==> src/rtl/wb_stage_if.sv <==
// Writeback-stage bus bundle: execute results and memory responses in,
// register-file write ports, forwarding info, stall and load-queue status out.
interface wb_stage_if;
    logic        ixu1_ex_valid;
    logic [4:0]  ixu1_ex_rd;
    logic [31:0] ixu1_ex_data;
    logic        ixu2_ex_valid;
    logic [4:0]  ixu2_ex_rd;
    logic [31:0] ixu2_ex_data;
    logic        lsu_ex_valid;
    logic        lsu_ex_is_load;
    logic [4:0]  lsu_ex_rd;
    logic [31:0] lsu_ex_data;
    logic        mem_rsp_valid;
    logic [31:0] mem_rsp_data;

    logic [4:0]  ixu1_wb_rd;
    logic [31:0] ixu1_wb_data;
    logic        ixu1_rf_we;
    logic [4:0]  ixu2_wb_rd;
    logic [31:0] ixu2_wb_data;
    logic        ixu2_rf_we;
    logic [4:0]  lsu_wb_rd;
    logic [31:0] lsu_wb_data;
    logic        lsu_wb_is_load;
    logic        lsu_rf_we;
    logic        lsu_stall;
    logic [31:0] load_pending_mask;
    logic        lq_err;

    modport master (
        output ixu1_ex_valid, ixu1_ex_rd, ixu1_ex_data,
        output ixu2_ex_valid, ixu2_ex_rd, ixu2_ex_data,
        output lsu_ex_valid, lsu_ex_is_load, lsu_ex_rd, lsu_ex_data,
        output mem_rsp_valid, mem_rsp_data,
        input  ixu1_wb_rd, ixu1_wb_data, ixu1_rf_we,
        input  ixu2_wb_rd, ixu2_wb_data, ixu2_rf_we,
        input  lsu_wb_rd, lsu_wb_data, lsu_wb_is_load, lsu_rf_we,
        input  lsu_stall, load_pending_mask, lq_err
    );

    modport slave (
        input  ixu1_ex_valid, ixu1_ex_rd, ixu1_ex_data,
        input  ixu2_ex_valid, ixu2_ex_rd, ixu2_ex_data,
        input  lsu_ex_valid, lsu_ex_is_load, lsu_ex_rd, lsu_ex_data,
        input  mem_rsp_valid, mem_rsp_data,
        output ixu1_wb_rd, ixu1_wb_data, ixu1_rf_we,
        output ixu2_wb_rd, ixu2_wb_data, ixu2_rf_we,
        output lsu_wb_rd, lsu_wb_data, lsu_wb_is_load, lsu_rf_we,
        output lsu_stall, load_pending_mask, lq_err
    );
endinterface

==> src/rtl/wb_stage.sv <==
// VLIW writeback stage: IXU1/IXU2/LSU result registers plus an in-order queue of
// outstanding load destinations. Macro WB_LOAD_PENDING_MASK_EN builds the pending mask.
module wb_stage #(
    parameter int unsigned LQ_DEPTH = 4
) (
    input  logic       clk,
    input  logic       rst_n,
    wb_stage_if.slave  bus
);
    localparam int unsigned PW = $clog2(LQ_DEPTH);
    localparam int unsigned CW = PW + 1;
    typedef logic [PW-1:0] ptr_t;
    typedef logic [CW-1:0] cnt_t;

    logic [4:0]  r_ixu1_rd;
    logic [31:0] r_ixu1_data;
    logic [4:0]  r_ixu2_rd;
    logic [31:0] r_ixu2_data;
    logic [4:0]  r_lsu_rd;
    logic [31:0] r_lsu_data;
    logic        r_lsu_is_load;

    logic [4:0]  r_lq [LQ_DEPTH];
    ptr_t        r_wptr;
    ptr_t        r_rptr;
    cnt_t        r_count;

    logic        r_hold_v;
    logic [4:0]  r_hold_rd;
    logic [31:0] r_hold_data;
    logic        r_lq_err;

    logic        w_full;
    logic        w_stall;
    logic        w_push;
    logic        w_pop;
    logic        w_orphan;
    logic        w_nl_acc;
    logic [4:0]  w_head;
    logic [4:0]  w_lsu_rd_n;
    logic [31:0] w_lsu_data_n;
    logic        w_lsu_is_load_n;
    logic [31:0] w_lsu_ex_data_m;
    logic [31:0] w_mask;

    assign w_full   = (r_count == cnt_t'(LQ_DEPTH));
    assign w_stall  = r_hold_v |
                      (w_full & bus.lsu_ex_valid & bus.lsu_ex_is_load & ~bus.mem_rsp_valid);
    assign w_push   = bus.lsu_ex_valid & bus.lsu_ex_is_load & ~w_stall;
    assign w_pop    = bus.mem_rsp_valid & (r_count != '0);
    assign w_orphan = bus.mem_rsp_valid & (r_count == '0);
    assign w_nl_acc = bus.lsu_ex_valid & ~bus.lsu_ex_is_load & ~w_stall;
    assign w_head   = r_lq[r_rptr];
    assign w_lsu_ex_data_m = (bus.lsu_ex_rd != '0) ? bus.lsu_ex_data : '0;

    // IXU slots: plain pipeline registers, data zeroed for rd=x0
    always_ff @(posedge clk or negedge rst_n) begin
        if (!rst_n) begin
            r_ixu1_rd   <= '0;
            r_ixu1_data <= '0;
            r_ixu2_rd   <= '0;
            r_ixu2_data <= '0;
        end else begin
            r_ixu1_rd   <= bus.ixu1_ex_valid ? bus.ixu1_ex_rd : '0;
            r_ixu1_data <= (bus.ixu1_ex_valid && bus.ixu1_ex_rd != '0) ? bus.ixu1_ex_data : '0;
            r_ixu2_rd   <= bus.ixu2_ex_valid ? bus.ixu2_ex_rd : '0;
            r_ixu2_data <= (bus.ixu2_ex_valid && bus.ixu2_ex_rd != '0) ? bus.ixu2_ex_data : '0;
        end
    end

    // LSU slot arbitration: load response, then parked result, then direct result
    always_comb begin
        w_lsu_rd_n      = '0;
        w_lsu_data_n    = '0;
        w_lsu_is_load_n = 1'b0;
        if (w_pop) begin
            w_lsu_rd_n      = w_head;
            w_lsu_data_n    = (w_head != '0) ? bus.mem_rsp_data : '0;
            w_lsu_is_load_n = 1'b1;
        end else if (r_hold_v) begin
            w_lsu_rd_n   = r_hold_rd;
            w_lsu_data_n = r_hold_data;
        end else if (w_nl_acc) begin
            w_lsu_rd_n   = bus.lsu_ex_rd;
            w_lsu_data_n = w_lsu_ex_data_m;
        end
    end

    always_ff @(posedge clk or negedge rst_n) begin
        if (!rst_n) begin
            r_lsu_rd      <= '0;
            r_lsu_data    <= '0;
            r_lsu_is_load <= 1'b0;
            r_hold_v      <= 1'b0;
            r_hold_rd     <= '0;
            r_hold_data   <= '0;
            r_lq_err      <= 1'b0;
        end else begin
            r_lsu_rd      <= w_lsu_rd_n;
            r_lsu_data    <= w_lsu_data_n;
            r_lsu_is_load <= w_lsu_is_load_n;
            // A parked result can never coincide with an accepted one: hold forces stall
            if (w_pop && w_nl_acc) begin
                r_hold_v    <= 1'b1;
                r_hold_rd   <= bus.lsu_ex_rd;
                r_hold_data <= w_lsu_ex_data_m;
            end else if (!w_pop && r_hold_v) begin
                r_hold_v <= 1'b0;
            end
            if (w_orphan) begin
                r_lq_err <= 1'b1;
            end
        end
    end

    always_ff @(posedge clk or negedge rst_n) begin
        if (!rst_n) begin
            r_wptr  <= '0;
            r_rptr  <= '0;
            r_count <= '0;
        end else begin
            if (w_push) begin
                r_wptr <= r_wptr + ptr_t'(1);
            end
            if (w_pop) begin
                r_rptr <= r_rptr + ptr_t'(1);
            end
            case ({w_push, w_pop})
                2'b10:   r_count <= r_count + cnt_t'(1);
                2'b01:   r_count <= r_count - cnt_t'(1);
                default: r_count <= r_count;
            endcase
        end
    end

    always_ff @(posedge clk) begin
        if (w_push) begin
            r_lq[r_wptr] <= bus.lsu_ex_rd;
        end
    end

`ifdef WB_LOAD_PENDING_MASK_EN
    always_comb begin
        w_mask = '0;
        for (int unsigned i = 0; i < LQ_DEPTH; i++) begin
            if (cnt_t'(i) < r_count) begin
                w_mask[r_lq[r_rptr + ptr_t'(i)]] = 1'b1;
            end
        end
        w_mask[0] = 1'b0;
    end
`else
    assign w_mask = '0;
`endif

    assign bus.ixu1_wb_rd        = r_ixu1_rd;
    assign bus.ixu1_wb_data      = r_ixu1_data;
    assign bus.ixu1_rf_we        = (r_ixu1_rd != '0);
    assign bus.ixu2_wb_rd        = r_ixu2_rd;
    assign bus.ixu2_wb_data      = r_ixu2_data;
    assign bus.ixu2_rf_we        = (r_ixu2_rd != '0);
    assign bus.lsu_wb_rd         = r_lsu_rd;
    assign bus.lsu_wb_data       = r_lsu_data;
    assign bus.lsu_wb_is_load    = r_lsu_is_load;
    assign bus.lsu_rf_we         = (r_lsu_rd != '0);
    assign bus.lsu_stall         = w_stall;
    assign bus.load_pending_mask = w_mask;
    assign bus.lq_err            = r_lq_err;
endmodule

==> src/flat_wrapper.sv <==
// flat-port wrapper written by rule: the top's interface ports become plain ports
module wb_stage_flat 
#(
    parameter int unsigned LQ_DEPTH = 4
)
  (clk, rst_n, bus_ixu1_ex_valid, bus_ixu1_ex_rd, bus_ixu1_ex_data, bus_ixu2_ex_valid, bus_ixu2_ex_rd, bus_ixu2_ex_data, bus_lsu_ex_valid, bus_lsu_ex_is_load, bus_lsu_ex_rd, bus_lsu_ex_data, bus_mem_rsp_valid, bus_mem_rsp_data, bus_ixu1_wb_rd, bus_ixu1_wb_data, bus_ixu1_rf_we, bus_ixu2_wb_rd, bus_ixu2_wb_data, bus_ixu2_rf_we, bus_lsu_wb_rd, bus_lsu_wb_data, bus_lsu_wb_is_load, bus_lsu_rf_we, bus_lsu_stall, bus_load_pending_mask, bus_lq_err);
  wb_stage_if bus_i ();
  input  logic clk;
  input  logic rst_n;
  input wire logic [$bits(bus_i.ixu1_ex_valid)-1:0] bus_ixu1_ex_valid;
  input wire logic [$bits(bus_i.ixu1_ex_rd)-1:0] bus_ixu1_ex_rd;
  input wire logic [$bits(bus_i.ixu1_ex_data)-1:0] bus_ixu1_ex_data;
  input wire logic [$bits(bus_i.ixu2_ex_valid)-1:0] bus_ixu2_ex_valid;
  input wire logic [$bits(bus_i.ixu2_ex_rd)-1:0] bus_ixu2_ex_rd;
  input wire logic [$bits(bus_i.ixu2_ex_data)-1:0] bus_ixu2_ex_data;
  input wire logic [$bits(bus_i.lsu_ex_valid)-1:0] bus_lsu_ex_valid;
  input wire logic [$bits(bus_i.lsu_ex_is_load)-1:0] bus_lsu_ex_is_load;
  input wire logic [$bits(bus_i.lsu_ex_rd)-1:0] bus_lsu_ex_rd;
  input wire logic [$bits(bus_i.lsu_ex_data)-1:0] bus_lsu_ex_data;
  input wire logic [$bits(bus_i.mem_rsp_valid)-1:0] bus_mem_rsp_valid;
  input wire logic [$bits(bus_i.mem_rsp_data)-1:0] bus_mem_rsp_data;
  output wire logic [$bits(bus_i.ixu1_wb_rd)-1:0] bus_ixu1_wb_rd;
  output wire logic [$bits(bus_i.ixu1_wb_data)-1:0] bus_ixu1_wb_data;
  output wire logic [$bits(bus_i.ixu1_rf_we)-1:0] bus_ixu1_rf_we;
  output wire logic [$bits(bus_i.ixu2_wb_rd)-1:0] bus_ixu2_wb_rd;
  output wire logic [$bits(bus_i.ixu2_wb_data)-1:0] bus_ixu2_wb_data;
  output wire logic [$bits(bus_i.ixu2_rf_we)-1:0] bus_ixu2_rf_we;
  output wire logic [$bits(bus_i.lsu_wb_rd)-1:0] bus_lsu_wb_rd;
  output wire logic [$bits(bus_i.lsu_wb_data)-1:0] bus_lsu_wb_data;
  output wire logic [$bits(bus_i.lsu_wb_is_load)-1:0] bus_lsu_wb_is_load;
  output wire logic [$bits(bus_i.lsu_rf_we)-1:0] bus_lsu_rf_we;
  output wire logic [$bits(bus_i.lsu_stall)-1:0] bus_lsu_stall;
  output wire logic [$bits(bus_i.load_pending_mask)-1:0] bus_load_pending_mask;
  output wire logic [$bits(bus_i.lq_err)-1:0] bus_lq_err;
  assign bus_i.ixu1_ex_valid = bus_ixu1_ex_valid;
  assign bus_i.ixu1_ex_rd = bus_ixu1_ex_rd;
  assign bus_i.ixu1_ex_data = bus_ixu1_ex_data;
  assign bus_i.ixu2_ex_valid = bus_ixu2_ex_valid;
  assign bus_i.ixu2_ex_rd = bus_ixu2_ex_rd;
  assign bus_i.ixu2_ex_data = bus_ixu2_ex_data;
  assign bus_i.lsu_ex_valid = bus_lsu_ex_valid;
  assign bus_i.lsu_ex_is_load = bus_lsu_ex_is_load;
  assign bus_i.lsu_ex_rd = bus_lsu_ex_rd;
  assign bus_i.lsu_ex_data = bus_lsu_ex_data;
  assign bus_i.mem_rsp_valid = bus_mem_rsp_valid;
  assign bus_i.mem_rsp_data = bus_mem_rsp_data;
  assign bus_ixu1_wb_rd = bus_i.ixu1_wb_rd;
  assign bus_ixu1_wb_data = bus_i.ixu1_wb_data;
  assign bus_ixu1_rf_we = bus_i.ixu1_rf_we;
  assign bus_ixu2_wb_rd = bus_i.ixu2_wb_rd;
  assign bus_ixu2_wb_data = bus_i.ixu2_wb_data;
  assign bus_ixu2_rf_we = bus_i.ixu2_rf_we;
  assign bus_lsu_wb_rd = bus_i.lsu_wb_rd;
  assign bus_lsu_wb_data = bus_i.lsu_wb_data;
  assign bus_lsu_wb_is_load = bus_i.lsu_wb_is_load;
  assign bus_lsu_rf_we = bus_i.lsu_rf_we;
  assign bus_lsu_stall = bus_i.lsu_stall;
  assign bus_load_pending_mask = bus_i.load_pending_mask;
  assign bus_lq_err = bus_i.lq_err;
  wb_stage #(.LQ_DEPTH(LQ_DEPTH)) u_core (.clk(clk), .rst_n(rst_n), .bus(bus_i));
endmodule
==> config.mk <==
export PLATFORM = sky130hd
export DESIGN_NAME = wb_stage_flat
export DESIGN_NICKNAME = d
export VERILOG_FILES = /design/src/rtl/wb_stage_if.sv /design/src/rtl/wb_stage.sv /design/src/flat_wrapper.sv
export SDC_FILE = /design/constraint.sdc
export NUM_CORES = 1
export LEC_CHECK = 0
export CELL_PAD_IN_SITES_DETAIL_PLACEMENT = 0
export CELL_PAD_IN_SITES_GLOBAL_PLACEMENT = 1
export CORE_MARGIN = 3
export CORE_UTILIZATION = 35
export CTS_CLUSTER_SIZE = 12
export DETAILED_ROUTE_END_ITERATION = 6
export GPL_TIMING_DRIVEN = 0
export PLACE_DENSITY = 0.95
export SLEW_MARGIN = 30
export SYNTH_ARGS = -nofsm -noshare
export SYNTH_HDL_FRONTEND = slang
export SYNTH_SLANG_ARGS = --single-unit
export TNS_END_PERCENT = 1
==> constraint.sdc <==
create_clock -name clk -period 6.9 [get_ports clk]
set_input_delay 1.38 -clock clk [delete_from_list [all_inputs] [get_ports clk]]
set_output_delay 1.38 -clock clk [all_outputs]
set_load 0.02 [all_outputs]
==> results, run 1 <==
- The run finished with clean final reports.
- The number of hold violations in the final report was 0.
- In the final routed layout, each cell accounts on average for approximately 16 um.
- The min-delay analysis places its worst path in the category register to register.
- For this design the total switching power over the nets is about 1.0 mW.
- After detailed routing, the number of vias per cell comes to around 4.6.
- In this run switching power makes up 30.4% of total power.
- Of all cell types, the one taking the most synthesized area is dfrtp_1.
- The floorplan has 51 rows.
- The share of total power in combinational logic is 29.0%.
- The root buffer selected by CTS is clkbuf_16.
- The reported max-cap violation count is 0.
- The cell at the slowest stage of the critical path is clkdlybuf4s50_1.
- The via count of the first global-routing pass is roughly 5.7k.
- TritonCTS created 17 clock buffers.
- Each instance of the synthesized netlist takes up on average 11.9 um2.
- Detailed placement finished with a half-perimeter wire length of around 14000 um.
- For this run, the total global-route usage over all layers was measured as 17.1%.
- The number of gates resized after cts is 0.
- The detailed router finished its first iteration with 152 violations.
- Once layout is complete, the utilization of the core stands at about 55%.
- Timing would allow up to 0.227 GHz.
- IR analysis of the VDD net gives a maximum drop of roughly 160 uV.
- At the end of routability-driven placement, the weighted congestion stood at around 0.78.
- Synthesis handed over a netlist of approximately 600 instances.
- Relative to the synthesized area, the layout overhead comes to 53.1%.
- The largest single stage delay on the critical path is roughly 0.6 ns.
- Setup violations remaining at the end of the flow were counted as 0.
- The hold buffer count at cts is 0.
- The fraction of registers with async set or reset after synthesis is 88.8%.
- After clock tree synthesis, the setup repair step added 0 buffers.
- For this block, the routed nets add up to 18900 um of wire.
- The clock edge transition at the registers on the reported setup and hold paths is 0.07 ns.
- In the final timing run, aggregate negative setup slack is 0 ns.
- The cell that appears most often on the critical path is clkdlybuf4s50_1.
- In this run the number of H-tree levels came out at 4.
- The most common cell in the synthesized netlist is dfrtp_1.
- The capturing element type of the critical path is an output port.
- The core footprint is 19700 um2.
- Measured along the x axis, the die boundary spans 149 um.
- The critical path is of the input pin to output port type.
- Registers are responsible for 41.7% of the overall power.
- The commonest cells after synthesis are dfrtp_1 (158), and2_1 (78), nand2_1 (76), nor2_1 (41), o21ai_0 (37).
- Entering global routing, the biggest net connects 68 pins.
- For this design, the sink count on the clock tree is approximately 180.
- The routed via count is ~5.5k.
- The critical path startpoint category is an input pin.
- For the final database, setup skew stands at 0.0170 ns.
- The fraction of the yosys area taken by sequential cells is between 60 and 70%.
- The prevailing post-synth register cell is dfrtp_1.
- Ranked by total cell area, the synthesized netlist is headed by dfrtp_1 (56%), edfxtp_1 (8.4%), and2_1 (6.9%), a221oi_1 (4.1%), nand2_1 (4.0%).
- The analysis attributes to cell leakage a power of 4.74 nW.
- The worst path needs around 4.4 ns of the cycle, external delays included.
- The clock network fraction of total power is 29.3%.
- The clock passes through at most 2 buffers.
- The number of primary I/O pins is between 200 and 300.
- The vertical die dimension is 149 um.
- The DRC violations left is 0.
- The total overflow reported by the global router is 0.
- Of the cells placed in the final design, the portion with a size suffix greater than 1 is 10.0%.
- During synthesis, Yosys emitted a total of 0 warnings.
- The initial antenna violation count is 2.
- The fraction of the cycle the final worst path needs is 63.9%.
- In this run the tightest slew margin relative to its limit is 42.7%.
- Traced cell by cell, the critical path runs through clkdlybuf4s50_1 -> nor4b_1 -> a31o_2 -> clkdlybuf4s50_1.
- Cell internal power was estimated by the tool at about 2.3 mW.
- The number of flops mapped to enable cells by yosys is 20.
- The global-route wire length before repair is 29500 um.
- Setup repair after global routing left no endpoint under its margin.
- The die covers 22100 um2.
- Buffers placed on the I/O ports in this run total 266.
- The transition at the pin with the smallest max-transition slack is 0.853 ns.
- STA puts the critical path data arrival time at roughly 3 ns.
- The worst slack after detailed placement is around 2.5 ns.
- The worst-path maximum fanout is 3.
- The final-report max-slew violation count is 0.
- The mapped netlist covers a little over 7000 um2.
- At the later pin of the worst-skew pair, clock insertion delay measures 0.42 ns.
- After synthesis, the largest area contributor takes up 55.6% of total cell area.
- The net count of the finished layout is 1071.
- TritonCTS built the clock tree.
- The number of distinct library cells after synthesis is 36.
- The power density over the cells is 304 nW/um2.
- The number of register bits inferred by synthesis is between 150 and 200.
- The starting density of the core is 36.1%.
- The number of nets still failing antenna checks after routing is 0.
- Across all setup checks in the final design, the least slack found is 2.49 ns.
- The number of detailed-routing iterations run before antenna repair is 4.
- The critical path data required time is 5.52 ns.
==> layer usage <==
metal  global-route usage (%)  up-vias  part of all wire [%]  wire (um)
li1                         -     2598                     -          -
met1                     19.0     2620                    37       6970
met2                     29.3      217                    51       9650
met3                     7.71       22                   9.9       1880
met4                     5.82        2                   2.1        388
met5                        0        -                 0.053         10
==> worst max-delay path, delay by kind of cell <==
kind	cells	cell delay [ns]
buffers and inverters	2	1.05
and+or+nand+nor	1	0.39
AOI/OAI and AO/OA	1	0.22
==> metrics by stage <==
| stage | cells | total power, mW | instance area [um2] | hold slack, ns |
|---|---|---|---|---|
| floorplan | 628 | 1.92 | 7230 | 0.450 |
| global placement | 1159 | 2.34 | 10200 | 0.440 |
| detailed placement | 1161 | 2.37 | 10300 | 0.451 |
| CTS | 1193 | 3.35 | 10900 | 0.464 |
| global route | 1194 | 3.50 | 10900 | 0.498 |
| finish | 1194 | 3.31 | 10900 | 0.461 |
==> final timing paths <==
kind                              startpoint                     endpoint  slack [ns]  cells past startpoint
max                        bus_mem_rsp_valid                bus_lsu_stall        2.49                      4
min                        u_core.bus.lq_err            u_core.bus.lq_err        0.46                      1
max reg2reg                u_core.r_count[0]            u_core.r_count[2]        4.36                     11
min reg2reg                u_core.bus.lq_err            u_core.bus.lq_err        0.46                      1
max in group asynchronous              rst_n  u_core.bus.ixu2_wb_data[14]        5.15                      3
min in group asynchronous              rst_n             u_core.r_rptr[1]        0.79                      1
==> power by group through the flow <==
stage | clock network (mW) | registers, mW | logic, mW
CTS | 1.00 | 1.38 | 0.971
global route | 1.05 | 1.40 | 1.05
finish | 0.969 | 1.38 | 0.959
global placement | 0 | 1.39 | 0.947
floorplan | 0 | 1.51 | 0.410
detailed placement | 0 | 1.40 | 0.968
==> cell usage in the layout, fill, tap and decap left out, types with 5 or more instances in the layout <==
master,count
clkdlybuf4s50_1,265
dfrtp_1,158
and2_1,78
nand2_1,76
nor2_1,41
o21ai_0,37
a221oi_1,33
clkbuf_1,32
buf_4,32
conb_1,32
nor3_1,28
edfxtp_1,20
clkbuf_16,17
nor3_2,10
inv_1,6
mux2_2,5
ha_1,5
==> sequential cells by signal, indices dropped and copies added, names as in the netlist, 3 cells and up <==
register	flops
u_core.r_count	3
u_core.bus.ixu1_wb_rd	5
u_core.bus.ixu2_wb_rd	5
u_core.bus.ixu1_wb_data	32
u_core.r_hold_rd	5
u_core.bus.ixu2_wb_data	32
u_core.r_hold_data	32
u_core.bus.lsu_wb_data	32
u_core.r_lq	20
u_core.bus.lsu_wb_rd	5
==> kinds of logic after synthesis <==
| group | count (synthesis) | share of synthesized area, % |
|---|---|---|
| adders and majority gates | 6 | 1.16 |
| buffers and inverters | 76 | 6.28 |
| DFF | 178 | 64.1 |
| other | 1 | 0.0527 |
| AOI/OAI and AO/OA | 79 | 7.64 |
| and+or+nand+nor | 240 | 17.4 |
| xor gates and xnor gates | 6 | 0.739 |
| muxes | 11 | 2.67 |
==> final cells by class <==
type | count | area (um2)
diodes | 1 | 2.50
plain buffers | 69 | 420
clock buffers | 20 | 450
clock inverters | 12 | 149
fillers | 1706 | 8830
inverters | 7 | 26.3
multi-input cells | 374 | 2230
flip-flops and latches | 178 | 4550
well taps | 265 | 332
repair buffers | 268 | 2720
No activity file was read; power rests on OpenSTA's default activity.
==> run 2, diff against run 1 <==
- CORE_UTILIZATION: 35 -> 32
- PLACE_DENSITY: 0.95 -> 0.9
- clock period: 6.9 -> 4.1 ns (I/O delays scaled with it)
==> run 2 against run 1 <==
- first-iteration DRC count rose by 41%
- highest routed layer is now met4
- routed wire length rose by 5.0%
- non-clock buffer count fell by 1
- via count fell by 1.2%
- sequential share of layout area rose by 0.18 points
- total power rose by 67%
- global-route usage fell by 0.64 points
- hold slack got worse by 0.093 ns
- sequential power rose by 68%
- final cell count rose by 0.67%
- utilization fell by 4.6 points
==> results, run 2 (synthesized netlist as in run 1, its figures left out) <==
- The clock period minus final worst setup slack is 3.52 ns.
- The via density per instance is 4.49 (was 4.57).
- The sequential power share is 42.0% (was 41.7%).
- The number of hold violations in the final report is 0 (unchanged).
- The number of DRC markers after the initial detailed-route iteration is 215 (was 152).
- The clock tree from TritonCTS is done (unchanged).
- The setup violation total in the final timing report is 0 (unchanged).
- The final worst hold slack is 0.368 ns (was 0.461 ns).
- The post-placement cell count is 1170 (was 1161).
- The final setup slack of the worst path is 0.577 ns (was 2.49 ns).
- The final wirelength came to 19800 um (was 18900 um).
- The maximum ir drop on the vdd rail came to 239 uV (was 163 uV).
- The critical path data required time is 3.28 ns (was 5.52 ns).
- The end point of the critical path is bus_lsu_stall (unchanged).
- The DRC violations left was 0 (unchanged).
- The arrival time at the worst endpoint is 2.70 ns (was 3.03 ns).
- The end of the worst register-to-register path is u_core.r_count[2] (unchanged).
- The overall power after layout is 5.53 mW (was 3.31 mW).
- The worst slack after detailed placement is 0.569 ns (was 2.48 ns).
- The clock network fraction of total power was 28.6% (was 29.3%).
- The share of total power in combinational logic came to 29.4% (was 29.0%).
- The layout overhead on the synthesized area is 52.4% (was 53.1%).
- The net switching power of the design is 1.78 mW (was 1.01 mW).
- The via count of the first global-routing pass is 5611 (was 5692).
- The antenna diode count came to 0 (was 1).
- The global placer's final weighted congestion is 0.751 (was 0.780).
- The standby leakage power was 4.72 nW (was 4.74 nW).
- The initial antenna violation count came to 0 (was 2).
- The clock edge transition at the registers on the reported setup and hold paths is 0.07 ns (about the same).
- The launch point of the worst path is bus_mem_rsp_valid (unchanged).
- The root buffer selected by CTS is clkbuf_16 (unchanged).
- The normalized max-slew margin came to 52.8% (was 42.7%).
- The number of primary I/O pins is 299 (unchanged).
- The overall track demand over capacity in global routing is 16.5% (was 17.1%).
- Setup repair after global routing missed its margin: false (unchanged).
- The routed via count is 5395 (was 5459).
- The maximum clock frequency is 0.284 GHz.
- The share of final-layout standard cells stronger than drive strength 1 is 9.92% (was 10.0%).
- The global-route wire length before repair came to 30900 um (was 29500 um).
- The transition at the pin with the smallest max-transition slack is 0.702 ns (was 0.853 ns).
- The total number of clock tree sinks is 178 (unchanged).
- Highest-count cells in the layout ignoring fill and taps: clkdlybuf4s50_1 (265), dfrtp_1 (158), and2_1 (78), nand2_1 (76), nor2_1 (41) (unchanged).
- The power density over the cells was 510 nW/um2 (was 304 nW/um2).
- The worst reg-to-reg setup slack came to 1.42 ns (was 4.36 ns).
- The worst setup skew after layout was 0.0112 ns (was 0.0170 ns).
- The critical path startpoint category is an input pin (unchanged).
- The number of port buffers is 266 (unchanged).
- The die outline area is 24000 um2 (was 22100 um2).
- The logic depth of the worst register-to-register path was 11 (unchanged).
- The type of the most critical hold path is input pin to async pin (was register to register).
- The clock tree buffer depth is 2 (unchanged).
- The total CTS buffers is 17 (unchanged).
- The number of detailed-routing iterations run before antenna repair is 4 (unchanged).
- The maximum number of pins on one net before global-route repair is 82 (was 68).
- The internal portion of total power is 3.75 mW (was 2.30 mW).
- The capturing element type of the critical path is an output port (unchanged).
- The post-route non-filler standard cell count came to 1202 (was 1194).
- The count of standard-cell rows is 53 (was 51).
- The die span in x came to 155 um (was 149 um).
- The post-CTS setup buffer count is 0 (unchanged).
- The net count of the finished layout was 1070 (was 1071).
- The reported max-cap violation count is 0 (unchanged).
- The count of H-tree levels built during CTS was 4 (unchanged).
- The insertion delay to the later sink of the worst-skew pair is 0.42 ns (about the same).
- The class of the most critical setup path is input pin to output port (unchanged).
- The core footprint came to 21400 um2 (was 19700 um2).
- The most common cell after layout, fill and taps aside is clkdlybuf4s50_1 (unchanged).
- The placed wire-length estimate after detailed placement was 15000 um (was 14400 um).
- The number of nets still failing antenna checks after routing was 0 (unchanged).
- The hold buffer count at cts is 0 (unchanged).
- After layout, the worst path uses 85.9% of the clock period.
- The number of gates resized after cts is 0 (unchanged).
- The source of the worst register-to-register timing path is u_core.r_count[0] (unchanged).
- The total overflow reported by the global router is 0 (unchanged).
- Outcome: completed (unchanged).
- The final-report max-slew violation count came to 0 (unchanged).
- The starting density of the core came to 33.2% (was 36.1%).
- The vertical die dimension came to 155 um (was 149 um).
- The switching portion of total power was 32.2% (was 30.4%).
- The routed wirelength normalized by instance count was 16.5 um (was 15.8 um).
- The worst-path maximum fanout was 3 (unchanged).
## run 2: cell type report
class | instances | area (um2)
Fill cell | 1911 | 10600
Sequential cell | 178 | 4550
Timing Repair Buffer | 267 | 2700
Multi-Input combinational cell | 374 | 2230
Clock buffer | 18 | 429
Buffer | 69 | 420
Tap cell | 275 | 344
Clock inverter | 14 | 140
Inverter | 7 | 26.3
## run 2: through the flow
stage / setup TNS [ns] / area, um2 / util [%]
5_1_grt: 0 / 10800 / 50.6
2_1_floorplan: 0 / 7230 / -
3_3_place_gp: -667.68 / 10200 / 47.8
3_5_place_dp: 0 / 10300 / 47.9
6_report: 0 / 10800 / 50.6
4_1_cts: 0 / 10800 / 50.6
## run 2: how the worst min path moves through the flow
| stage | from | end | cells after the start |
|---|---|---|---|
| after global placement | u_core.bus.lq_err | u_core.bus.lq_err | 1 |
| after CTS | rst_n | u_core.r_rptr[0] | 1 |
| after global routing | rst_n | u_core.r_rptr[1] | 1 |
| after detailed placement | u_core.bus.lq_err | u_core.bus.lq_err | 1 |
| final | rst_n | u_core.r_rptr[1] | 1 |
| after floorplan | u_core.r_hold_data[0] | u_core.r_hold_data[0] | 2 |
## run 2: critical path, cell delays in order
cell and delay, ns:
clkdlybuf4s50_1 0.45, nor4b_1 0.55, a31o_2 0.28, clkdlybuf4s50_1 0.61
## run 2: power by group through the flow
stage / sequential (mW) / combinational (mW) / clock [mW]
floorplan: 2.54 / 0.691 / 0
global placement: 2.34 / 1.60 / 0
detailed placement: 2.36 / 1.64 / 0
CTS: 2.32 / 1.65 / 1.62
global route: 2.37 / 1.78 / 1.70
finish: 2.32 / 1.63 / 1.58
## run 2: per-layer routing
metal	GRT usage, %	vias up	share of wire (%)
li1	-	2594	-
met1	18.7	2574	39
met2	28.6	213	51
met3	7.34	14	9.5
met4	3.95	0	1.3
met5	0	-	0
